===== config.mk =====
export PLATFORM = sky130hd
export DESIGN_NAME = axi_aw_splitter
export DESIGN_NICKNAME = d
export VERILOG_FILES = /design/src/rtl/axi_aw_splitter.sv
export SDC_FILE = /design/constraint.sdc
export NUM_CORES = 1
export LEC_CHECK = 0
export BUFFER_PORTS_ARGS = -buffer_cell sky130_fd_sc_hd__buf_2
export CELL_PAD_IN_SITES_DETAIL_PLACEMENT = 1
export CELL_PAD_IN_SITES_GLOBAL_PLACEMENT = 2
export CORE_ASPECT_RATIO = 0.8
export CORE_MARGIN = 5
export CORE_UTILIZATION = 34
export CTS_CLUSTER_DIAMETER = 60
export CTS_CLUSTER_SIZE = 24
export DETAILED_ROUTE_END_ITERATION = 6
export PLACE_DENSITY = 0.91
export SLEW_MARGIN = 40
export SYNTH_ARGS = -nofsm -noshare
export SYNTH_HDL_FRONTEND = slang
export SYNTH_SLANG_ARGS = --single-unit

===== constraint.sdc =====
create_clock -name clk_i -period 3.7 [get_ports clk_i]
set_input_delay 0 -clock clk_i [delete_from_list [all_inputs] [get_ports clk_i]]
set_output_delay 0 -clock clk_i [all_outputs]
set_load 0.02 [all_outputs]

===== src/rtl/axi_aw_splitter.sv =====
// AXI4 write-address burst splitter.
// Reissues each AW request unchanged, or cuts INCR bursts longer than
// MAX_BEATS into back-to-back sub-bursts of at most MAX_BEATS beats.
// master_last_o marks the final (or only) piece so the B-channel merger
// can collapse the sub-burst responses. The output is fully registered.
module axi_aw_splitter #(
    parameter int ID_WIDTH   = 4,
    parameter int ADDR_WIDTH = 32,
    parameter int USER_WIDTH = 1,
    parameter int MAX_BEATS  = 16
) (
    input  logic                  clk_i,
    input  logic                  rst_ni,
    input  logic                  slave_valid_i,
    output logic                  slave_ready_o,
    input  logic [ADDR_WIDTH-1:0] slave_addr_i,
    input  logic [2:0]            slave_prot_i,
    input  logic [3:0]            slave_region_i,
    input  logic [7:0]            slave_len_i,
    input  logic [2:0]            slave_size_i,
    input  logic [1:0]            slave_burst_i,
    input  logic                  slave_lock_i,
    input  logic [3:0]            slave_cache_i,
    input  logic [3:0]            slave_qos_i,
    input  logic [ID_WIDTH-1:0]   slave_id_i,
    input  logic [USER_WIDTH-1:0] slave_user_i,
    output logic                  master_valid_o,
    input  logic                  master_ready_i,
    output logic [ADDR_WIDTH-1:0] master_addr_o,
    output logic [2:0]            master_prot_o,
    output logic [3:0]            master_region_o,
    output logic [7:0]            master_len_o,
    output logic [2:0]            master_size_o,
    output logic [1:0]            master_burst_o,
    output logic                  master_lock_o,
    output logic [3:0]            master_cache_o,
    output logic [3:0]            master_qos_o,
    output logic [ID_WIDTH-1:0]   master_id_o,
    output logic [USER_WIDTH-1:0] master_user_o,
    output logic                  master_last_o
);

    typedef enum logic [0:0] {
        IDLE  = 1'b0,
        SPLIT = 1'b1
    } state_e;

    localparam logic [8:0] MAX_BEATS_W = 9'(MAX_BEATS);
    localparam logic [7:0] MAX_LEN_W   = 8'(MAX_BEATS - 1);

    // Address distance covered by one full-size sub-burst
    function automatic logic [ADDR_WIDTH-1:0] burst_step(input logic [2:0] size);
        return ADDR_WIDTH'(MAX_BEATS) << size;
    endfunction

    // Clear the low 'size' address bits (beat alignment)
    function automatic logic [ADDR_WIDTH-1:0] align_addr(input logic [ADDR_WIDTH-1:0] addr,
                                                         input logic [2:0] size);
        return addr & ({ADDR_WIDTH{1'b1}} << size);
    endfunction

    state_e                state_r, state_s;
    logic [8:0]            rem_r, rem_s;
    logic [ADDR_WIDTH-1:0] next_addr_r, next_addr_s;

    logic                  valid_s, last_s, lock_s;
    logic [ADDR_WIDTH-1:0] addr_s;
    logic [2:0]            prot_s, size_s;
    logic [3:0]            region_s, cache_s, qos_s;
    logic [7:0]            len_s;
    logic [1:0]            burst_s;
    logic [ID_WIDTH-1:0]   id_s;
    logic [USER_WIDTH-1:0] user_s;

    logic                  accept_s, out_hs_s, need_split_s;
    logic [8:0]            piece_s, beats_in_s;

    assign slave_ready_o = (state_r == IDLE) && (!master_valid_o || master_ready_i);
    assign accept_s      = slave_valid_i && slave_ready_o;
    assign out_hs_s      = master_valid_o && master_ready_i;
    assign beats_in_s    = {1'b0, slave_len_i} + 9'd1;
    assign need_split_s  = (slave_burst_i == 2'b01) && (beats_in_s > MAX_BEATS_W);
    assign piece_s       = (rem_r > MAX_BEATS_W) ? MAX_BEATS_W : rem_r;

    // Next-state and next output-register contents
    always_comb begin
        state_s     = state_r;
        rem_s       = rem_r;
        next_addr_s = next_addr_r;
        valid_s     = master_valid_o;
        last_s      = master_last_o;
        addr_s      = master_addr_o;
        prot_s      = master_prot_o;
        region_s    = master_region_o;
        len_s       = master_len_o;
        size_s      = master_size_o;
        burst_s     = master_burst_o;
        lock_s      = master_lock_o;
        cache_s     = master_cache_o;
        qos_s       = master_qos_o;
        id_s        = master_id_o;
        user_s      = master_user_o;
        case (state_r)
            IDLE: begin
                if (accept_s) begin
                    valid_s  = 1'b1;
                    addr_s   = slave_addr_i;
                    prot_s   = slave_prot_i;
                    region_s = slave_region_i;
                    size_s   = slave_size_i;
                    burst_s  = slave_burst_i;
                    lock_s   = slave_lock_i;
                    cache_s  = slave_cache_i;
                    qos_s    = slave_qos_i;
                    id_s     = slave_id_i;
                    user_s   = slave_user_i;
                    if (need_split_s) begin
                        len_s       = MAX_LEN_W;
                        last_s      = 1'b0;
                        rem_s       = beats_in_s - MAX_BEATS_W;
                        next_addr_s = align_addr(slave_addr_i, slave_size_i)
                                      + burst_step(slave_size_i);
                        state_s     = SPLIT;
                    end else begin
                        len_s   = slave_len_i;
                        last_s  = 1'b1;
                        rem_s   = 9'd0;
                        state_s = IDLE;
                    end
                end else if (out_hs_s) begin
                    valid_s = 1'b0;
                end else begin
                    valid_s = master_valid_o;
                end
            end
            SPLIT: begin
                if (out_hs_s) begin
                    valid_s     = 1'b1;
                    addr_s      = next_addr_r;
                    len_s       = 8'(piece_s - 9'd1);
                    next_addr_s = next_addr_r + burst_step(master_size_o);
                    rem_s       = rem_r - piece_s;
                    if (rem_r <= MAX_BEATS_W) begin
                        last_s  = 1'b1;
                        state_s = IDLE;
                    end else begin
                        last_s  = 1'b0;
                        state_s = SPLIT;
                    end
                end else begin
                    state_s = SPLIT;
                end
            end
            default: begin
                state_s = IDLE;
                valid_s = 1'b0;
            end
        endcase
    end

    // State, bookkeeping and output register
    always_ff @(posedge clk_i or negedge rst_ni) begin
        if (!rst_ni) begin
            state_r         <= IDLE;
            rem_r           <= 9'd0;
            next_addr_r     <= '0;
            master_valid_o  <= 1'b0;
            master_last_o   <= 1'b0;
            master_addr_o   <= '0;
            master_prot_o   <= 3'd0;
            master_region_o <= 4'd0;
            master_len_o    <= 8'd0;
            master_size_o   <= 3'd0;
            master_burst_o  <= 2'd0;
            master_lock_o   <= 1'b0;
            master_cache_o  <= 4'd0;
            master_qos_o    <= 4'd0;
            master_id_o     <= '0;
            master_user_o   <= '0;
        end else begin
            state_r         <= state_s;
            rem_r           <= rem_s;
            next_addr_r     <= next_addr_s;
            master_valid_o  <= valid_s;
            master_last_o   <= last_s;
            master_addr_o   <= addr_s;
            master_prot_o   <= prot_s;
            master_region_o <= region_s;
            master_len_o    <= len_s;
            master_size_o   <= size_s;
            master_burst_o  <= burst_s;
            master_lock_o   <= lock_s;
            master_cache_o  <= cache_s;
            master_qos_o    <= qos_s;
            master_id_o     <= id_s;
            master_user_o   <= user_s;
        end
    end

endmodule


# == Yosys cells after proc, flatten, opt, wreduce, memory -nomap -nowiden ==
# Cells that the tools add are included.
# totals
ff_bits,110
input_bits,70
word_cells,75
# op_classes
add_sub_neg,6
order_cmp,3
n_eq_ne,5
shift,3
mux,30
bitwise_logic,2
n_reduce_logical,10
# op_table
op,n
two-way mux 32 bit,5
case mux 32 bit (2 select lines),2
adder 32 bit,2
<< shifter 5 x 3 -> 32 bit (first input constant),2
two-way mux 9 bit,4
bitwise AND 32 bit,1
<< shifter 32 x 3 -> 32 bit (first input constant),1
two-way mux 8 bit,3
greater-than comparator 9 x 5 -> 1 bit (second input constant),2
case mux 9 bit (2 select lines),1
case mux 8 bit (2 select lines),1
two-way mux 1 bit,11
adder 8 x 1 -> 9 bit (second input constant),1
<= comparator 9 x 5 -> 1 bit (second input constant),1
subtractor 9 x 5 -> 9 bit (second input constant),1
subtractor 9 bit,1
subtractor 8 x 1 -> 8 bit (second input constant),1
case mux 1 bit (2 select lines),3
AND reduction 2 bit,3
logical AND 1 bit,4
inequality test 2 bit (second input constant),2
inequality test 3 bit (second input constant),1
AND reduction 3 bit,1
equality test 2 x 1 -> 1 bit (second input constant),1
other kinds (4),4

# == Depth between registers and ports, before layout ==
# Gate-level depths: netlist of the first run.
# depth
depth_word,6
ltp_mapped,12
depth_no_buf,11

# == Least setup slack after synthesis of the first run ==
# OpenSTA, ideal clock, no wires.
# synth_timing
kind,reg-to-reg
start,register master_size_o[0]
end,register next_addr_r[24]
arrival_time_ns,3.091
slack_ns,0.527
path_stages_with_launch,10
n_path_buf,1
synth_period_minus_slack_ns,3.173
path_cell_list,dfrtp_1 > clkbuf_1 > or3b_2 > fa_1 > nand2b_1 > a211o_1 > a2111oi_4 > a31oi_1 > or3_1 > a22oi_2
# synth_via
elab_chain_len,4
# synth_lines
item,line,source
from (decl),33,"output logic [2:0] master_size_o,"
from (signal assigned),190,master_size_o <= size_s;
<< shifter 5 x 3 -> 32 bit,53,return ADDR_WIDTH'(MAX_BEATS) << size;
adder 32 bit,141,next_addr_s = next_addr_r + burst_step(master_size_o);
two-way mux 32 bit,137,if (out_hs_s) begin
case mux 32 bit (2 select lines),103,case (state_r)
to (signal assigned),183,next_addr_r <= next_addr_s;
to (decl),64,"logic [ADDR_WIDTH-1:0] next_addr_r, next_addr_s;"
# No other way between the ends. The select of a mux whose other input is x is not followed.
# A chain may end at the register's enable or synchronous reset.

# == Worst setup path in the final report of the first run ==
# layout_timing
start,register master_size_o[0]
end,register next_addr_r[30]
# Same word-level chain as after synthesis.

==> impl_metrics.py, run 1 <==
metrics = {
    "layout": {
        "finish.instance_area_um2": 8837,
        "drive_gt1_share_pct": 23.77,
        "area_growth_pct": 25.01,
        "antenna_cells": 0,
        "final_cells": 1207,
        "final_nets": 1027,
    },
    "sta": {
        "rsz0062_at_grt": "false",
        "finalMaxSlewViolations": 0,
        "fin_tns_setup_ps": 0,
        "clock_skew_ps": 10.26,
        "holdWs_ps": -14.12,
        "maxSlewHeadroom_pct": 45.69,
        "max_slew.worst_pin.slew_ps": 804.2,
        "setup_viol": 0,
        "fmaxAchievable_mhz": 304.9,
        "timing.final.crit_share_pct": 88.63,
        "period_needed_ps": 3279,
        "finalHoldViolations": 1,
    },
    "floorplan": {
        "die-area_um2": 23790,
        "ios": 139,
        "core_area_um2": 20580,
        "fp-row-count": 47,
        "start_util_pct": 34.35,
        "die_x_um": 171.2,
        "die_h_um": 139.0,
    },
    "setup_path": {
        "r2r-start": "master_size_o[0]$_DFFE_PN0P_",
        "cp_max_fo": 10,
        "crit_slowest_cell": "a2111oi_4",
        "crit_required_ps": 3970,
        "r2r_slack_ps": 420,
        "timing.rr.end": "next_addr_r[30]$_DFFE_PN0P_",
        "reg2reg_depth": 8,
        "cp.arrival_ps": 3550,
        "cp.buffers_inverters": 0,
        "path_delay_family": "compound AO/OA/AOI/OAI gates",
        "criticalPathCategory": "reg2reg",
        "path_common_cell": "nand2b_1",
        "cp-start-kind": "register",
        "crit_path_cell_trace": "or3b_2, fa_1, nand2b_1, a211o_1, a2111oi_4, nand2b_1, mux2i_1, a221oi_1",
        "cpPeakStageDelay_ps": 530,
        "cp-end-kind": "register",
    },
    "logic_synthesis": {
        "synth_area_leader_cell": "dfrtp_1",
        "yosysMostFrequentCell": "dfrtp_1",
        "synth_edf_count": 0,
        "synth.distinct_cells": 72,
        "ys_seq_elements": 110,
        "yosysTopAreaCellShare_pct": 38.94,
        "syn_inst": 767,
        "netlist_area_um2": 7069,
        "synth.area.top_cells": "dfrtp_1 (39%), mux2i_1 (5.4%), o21ai_0 (4.5%), nand2_1 (4.4%), mux2_2 (4.3%)",
        "avgSynthCellArea_um2": 9.217,
        "ys_seq_area_share_pct": 38.94,
        "yosys_warnings": 0,
        "syn_nets": 861,
        "synth_common_cells": "dfrtp_1 (110), nand2_1 (83), o21ai_0 (64)",
        "synth-main-ff-cell": "dfrtp_1",
        "async_reset_ff_share_pct": 100.0,
    },
    "clocking": {
        "clock_path_buffers": 2,
        "cts.reportedPaths.clkPinSlew_ps": 80,
        "cts_setup_buffers": 0,
        "clk_latency_ps": 370,
        "cts-htree-levels": 3,
        "cts_root_buf": "clkbuf_16",
        "cts_tree": "yes",
        "cts-resized-gates": 0,
        "cts_hold_buf": 49,
        "cts_made_buffers": 9,
        "clock_sinks": 110,
    },
    "outcome": {
        "status": "finished with violations",
        "violations": "hold timing",
    },
    "min_path": {
        "hold_path_class": "in2reg",
        "whs_endpoint": "master_addr_o[11]$_DFFE_PN0P_",
        "hp-start": "slave_addr_i[11]",
        "holdPathStages": 3,
    },
    "pwr": {
        "ir_drop_v": 0.0003245,
        "p_leak_nw": 3.964,
        "power.density_nw_per_um2": 803.3,
    },
    "route": {
        "wl_mm": 23.61,
        "routedWlPerCell_um": 19.56,
        "drc_errors": 0,
        "vias": 6618,
        "drt_pass1_iterations": 4,
        "ant_nets": 0,
        "viasPerCell": 5.483,
        "first_iter_violations": 382,
    },
    "global_routing": {
        "first_global_vias": 6867,
        "use_met2_pct": 31.68,
        "antenna_found_initial": 1,
        "use_met1_pct": 27.24,
        "grt_max_degree": 63,
        "grt.busiest_layer": "met2",
        "grt_pass1_wl_mm": 38.06,
        "grt_util_all_layers_pct": 19.79,
        "overflow": 0,
        "met3_usage_pct": 4.788,
    },
    "placed_design": {
        "dpl_cell_area_um2": 8031,
        "place_inst": 1142,
        "dp_hpwl_mm": 16.86,
        "gp_congestion": 0.8479,
        "port_buffers": 138,
    },
    "run": {
        "maxCapViolCount": 0,
    },
}
routing by layer:
metal / part of all wire [%] / up-vias
met5: 0.055 / -
met4: 1.7 / 2
met3: 4.9 / 32
met2: 47 / 135
met1: 47 / 3288
li1: - / 3161
tightest hold or removal path, stage by stage:
cell and delay, ps:
buf_2 90, mux2i_1 60, o21ai_0 160
cell type report:
type	instances	area (um^2)
clock buffers	10	239.0
clock inverters	6	76.32
fillers	2435	11750
inverters	26	97.59
multi-input cells	584	4034
flip-flops and latches	110	2754
well taps	269	336.6
repair buffers	202	1300
worst max path at each step:
| stage | depth (start not counted) | slack, ps | end | from |
|---|---|---|---|---|
| after global placement | 8 | 550 | next_addr_r[24]$_DFFE_PN0P_ | master_size_o[1]$_DFFE_PN0P_ |
| after detailed placement | 8 | 430 | next_addr_r[30]$_DFFE_PN0P_ | master_size_o[1]$_DFFE_PN0P_ |
| after floorplan | 9 | 530 | next_addr_r[24]$_DFFE_PN0P_ | master_size_o[0]$_DFFE_PN0P_ |
| after CTS | 8 | 400 | next_addr_r[30]$_DFFE_PN0P_ | master_size_o[0]$_DFFE_PN0P_ |
| after global routing | 8 | 170 | next_addr_r[30]$_DFFE_PN0P_ | master_size_o[0]$_DFFE_PN0P_ |
| final | 8 | 420 | next_addr_r[30]$_DFFE_PN0P_ | master_size_o[0]$_DFFE_PN0P_ |
state kept, by name, indices dropped and copies added (netlist names):
register	count
master_addr_o	32
master_user_o	1
master_cache_o	4
rem_r	9
state_r	1
master_region_o	4
next_addr_r	32
master_id_o	4
master_lock_o	1
master_qos_o	4
master_len_o	8
master_valid_o	1
master_prot_o	3
master_burst_o	2
master_last_o	1
master_size_o	3
report_power, final:
| part | switching, W | internal, W | total [W] |
|---|---|---|---|
| Sequential | 0.000564 | 0.00179 | 0.00235 |
| Combinational | 0.00223 | 0.00144 | 0.00367 |
| Clock | 0.000523 | 0.000558 | 0.00108 |
cell families after synthesis:
family / share of synthesized area [%]
compound gates: 21.38
xor+xnor: 3.965
fa+ha+maj: 4.460
buf+inv: 4.212
flops: 38.94
mux: 9.681
other cells: 0.05305
simple gates: 17.31
layout by cell type (no fill, tap or decap), drive strengths merged, types with 8 or more instances in the layout:
cell type	count
a211oi	14
a21o	13
a21oi	28
a31oi	16
and3	18
buf	153
clkbuf	10
dfrtp	110
dlygate4sd3	49
ha	22
inv	29
mux2	27
mux2i	38
nand2	83
nand3	18
nand4	11
nor2	51
nor3	12
o2111ai	8
o211ai	13
o21ai	65
xnor2	12
xor2	20
per-stage QoR:
step                util, %  power [W]  hold slack, ps  setup WS, ps
floorplan                 -   0.004773          -295.6         527.0
global placement      38.97   0.005858           177.5         552.9
detailed placement    39.02   0.005985           49.79         428.6
CTS                   42.94   0.007127           1.452         401.2
global route          42.94   0.007630           18.74         174.5
finish                42.94   0.007099          -14.12         420.7
Power figures use the tool's default switching activity.
==> inputs of run 2 (changes only) <==
Settings changed: CORE_UTILIZATION 34 to 31, PLACE_DENSITY 0.91 to 0.87.
Clock period 3.7 ns to 2.7 ns, I/O delays scaled along.
==> impl_metrics.py, run 2 (synthesis gave the netlist of run 1 again) <==
metrics = {
    "outcome": {
        "status": "finished with violations",
        "violations": "setup timing",
    },
    "setup_path": {
        "cp-end-kind": "register",
        "cpPeakStageDelay_ps": 440,
        "crit_required_ps": 2970,
        "cp.arrival_ps": 3120,
        "crit_slowest_cell": "dfrtp_2",
        "cp.buffers_inverters": 2,
        "path_delay_family": "compound AO/OA/AOI/OAI gates",
        "crit_path_cell_trace": "nor3_4, ha_2, inv_2, fa_2, nand2b_4, a211o_4, a2111oi_4, buf_4, nand2b_1, mux2i_1, a221oi_1",
        "cp-start-kind": "register",
        "cp_max_fo": 4,
        "criticalPathCategory": "reg2reg",
    },
    "floorplan": {
        "fp-row-count": 49,
        "ios": 139,
        "die-area_um2": 25940,
        "start_util_pct": 31.50,
        "core_area_um2": 22440,
        "die_x_um": 178.8,
        "die_h_um": 145.1,
    },
    "clocking": {
        "cts_tree": "yes",
        "clk_latency_ps": 370,
        "clock_sinks": 110,
        "cts-htree-levels": 3,
        "clock_path_buffers": 2,
        "cts_root_buf": "clkbuf_16",
        "cts_made_buffers": 9,
        "cts.reportedPaths.clkPinSlew_ps": 80,
    },
    "route": {
        "first_iter_violations": 401,
        "viasPerCell": 5.345,
        "vias": 6943,
        "drt_pass1_iterations": 5,
        "wl_mm": 25.04,
        "ant_nets": 0,
        "drc_errors": 0,
        "routedWlPerCell_um": 19.28,
    },
    "layout": {
        "multiInputGateArea_um2": 4164,
        "drive_gt1_share_pct": 29.54,
        "final_util_pct": 42.24,
        "final_common_cell": "buf_2",
        "final_nets": 1081,
        "final_cell_mix": "buf_2 (137), dfrtp_1 (106), nand2_1 (83)",
        "reg_top3": "master_addr_o x32, next_addr_r x32, rem_r x9",
        "seqCellArea_um2": 2758,
        "finish.instance_area_um2": 9479,
        "area_growth_pct": 34.09,
        "filler_cell_count": 2656,
    },
    "sta": {
        "timing.final.crit_share_pct": 105.8,
        "rsz0062_at_grt": "true",
        "finalHoldViolations": 0,
        "finalMaxSlewViolations": 0,
        "maxSlewHeadroom_pct": 50.78,
        "fmaxAchievable_mhz": 350.2,
        "period_needed_ps": 2856,
        "setup_slack_ps": -155.9,
        "max_slew.worst_pin.slew_ps": 730.6,
        "setup_viol": 9,
        "clock_skew_ps": 9.895,
    },
    "global_routing": {
        "grt_pass1_wl_mm": 40.04,
        "grt_util_all_layers_pct": 19.14,
        "first_global_vias": 7235,
        "overflow": 0,
        "antenna_found_initial": 1,
        "grt_max_degree": 46,
    },
    "pwr": {
        "p_sw_w": 0.004785,
        "seq_power_share_pct": 31.2,
        "p_clk_share_pct": 13.3,
        "p_leak_nw": 4.248,
        "switching_share_pct": 46.61,
        "combPwrFrac_pct": 55.5,
        "p_int_w": 0.005480,
        "ir_drop_v": 0.0004050,
        "power.density_nw_per_um2": 1083,
    },
    "placed_design": {
        "gp_congestion": 0.8443,
        "port_buffers": 138,
        "dpl_cell_area_um2": 8421,
        "dp_hpwl_mm": 17.63,
    },
    "run": {
        "maxCapViolCount": 0,
    },
    "min_path": {
        "hold_path_class": "in2reg",
    },
}
run 2: worst paths after layout:
| path | start | to | slack (ps) | cells past startpoint |
|---|---|---|---|---|
| worst max-delay path | master_size_o[0]$_DFFE_PN0P_ | next_addr_r[30]$_DFFE_PN0P_ | -160 | 11 |
| worst min-delay path | slave_addr_i[17] | master_addr_o[17]$_DFFE_PN0P_ | 0.4 | 3 |
| worst max register to register | master_size_o[0]$_DFFE_PN0P_ | next_addr_r[30]$_DFFE_PN0P_ | -160 | 11 |
| worst min register to register | master_addr_o[29]$_DFFE_PN0P_ | master_addr_o[29]$_DFFE_PN0P_ | 480 | 2 |
| max in group asynchronous | rst_ni | master_qos_o[2]$_DFFE_PN0P_ | 1730 | 3 |
| min in group asynchronous | rst_ni | next_addr_r[28]$_DFFE_PN0P_ | 180 | 2 |
run 2: area by class of cell:
| cell class | count | share of cell area (%) |
|---|---|---|
| sequential | 110 | 29.09 |
| tap | 306 | 4.039 |
| clock inverter | 6 | 0.5412 |
| timing repair buffer | 256 | 18.82 |
| inverter | 26 | 1.030 |
| clock buffer | 10 | 2.521 |
| antenna | 1 | 0.02640 |
| multi-input combinational | 584 | 43.93 |
run 2: worst reg2reg max path, delay by kind of cell (launching register included):
kind | cells | cell delay [ps]
fa+ha+maj | 2 | 560
buf+inv | 2 | 230
compound gates | 3 | 970
mux | 1 | 120
simple gates | 3 | 430
flops | 1 | 440
run 2: power groups by stage:
stage                     Combinational [W]  Sequential [W]  Clock [W]
after floorplan                     0.00298         0.00361          0
after global placement              0.00518         0.00314          0
after detailed placement            0.00533         0.00318          0
after CTS                           0.00554         0.00317    0.00142
after global routing                0.00622         0.00333    0.00147
final                               0.00570         0.00320    0.00137
run 2: stage by stage:
stage          std cells  setup WS [ps]  power [W]  hold WS (ps)  TNS, ps
3_3_place_gp        1215         -142.7   0.008320         40.85   -348.7
3_5_place_dp        1215         -243.4   0.008514         43.32   -963.2
2_1_floorplan        767         -261.0   0.006588        -295.6   -841.2
6_report            1299         -155.9    0.01027        0.3594   -943.4
4_1_cts             1293         -129.6    0.01012         2.441   -469.9
5_1_grt             1299         -260.3    0.01101         4.196    -1883
run 2: what timing repair did:
action | in CTS | in global routing
setup buffers | 8 | 5
hold buffers | 54 | 0
pin swaps | 9 | 14
gates resized for setup | 9 | 18
setup endpoints to repair | 16 | 19
endpoints found under the hold margin | 94 | 0
run 2: layer usage:
metal / wire length [um] / global-route usage [%]
met1: 11780 / 26.70
met2: 11770 / 31.10
met3: 1083 / 3.173
met4: 407 / 4.488
met5: 0 / 0
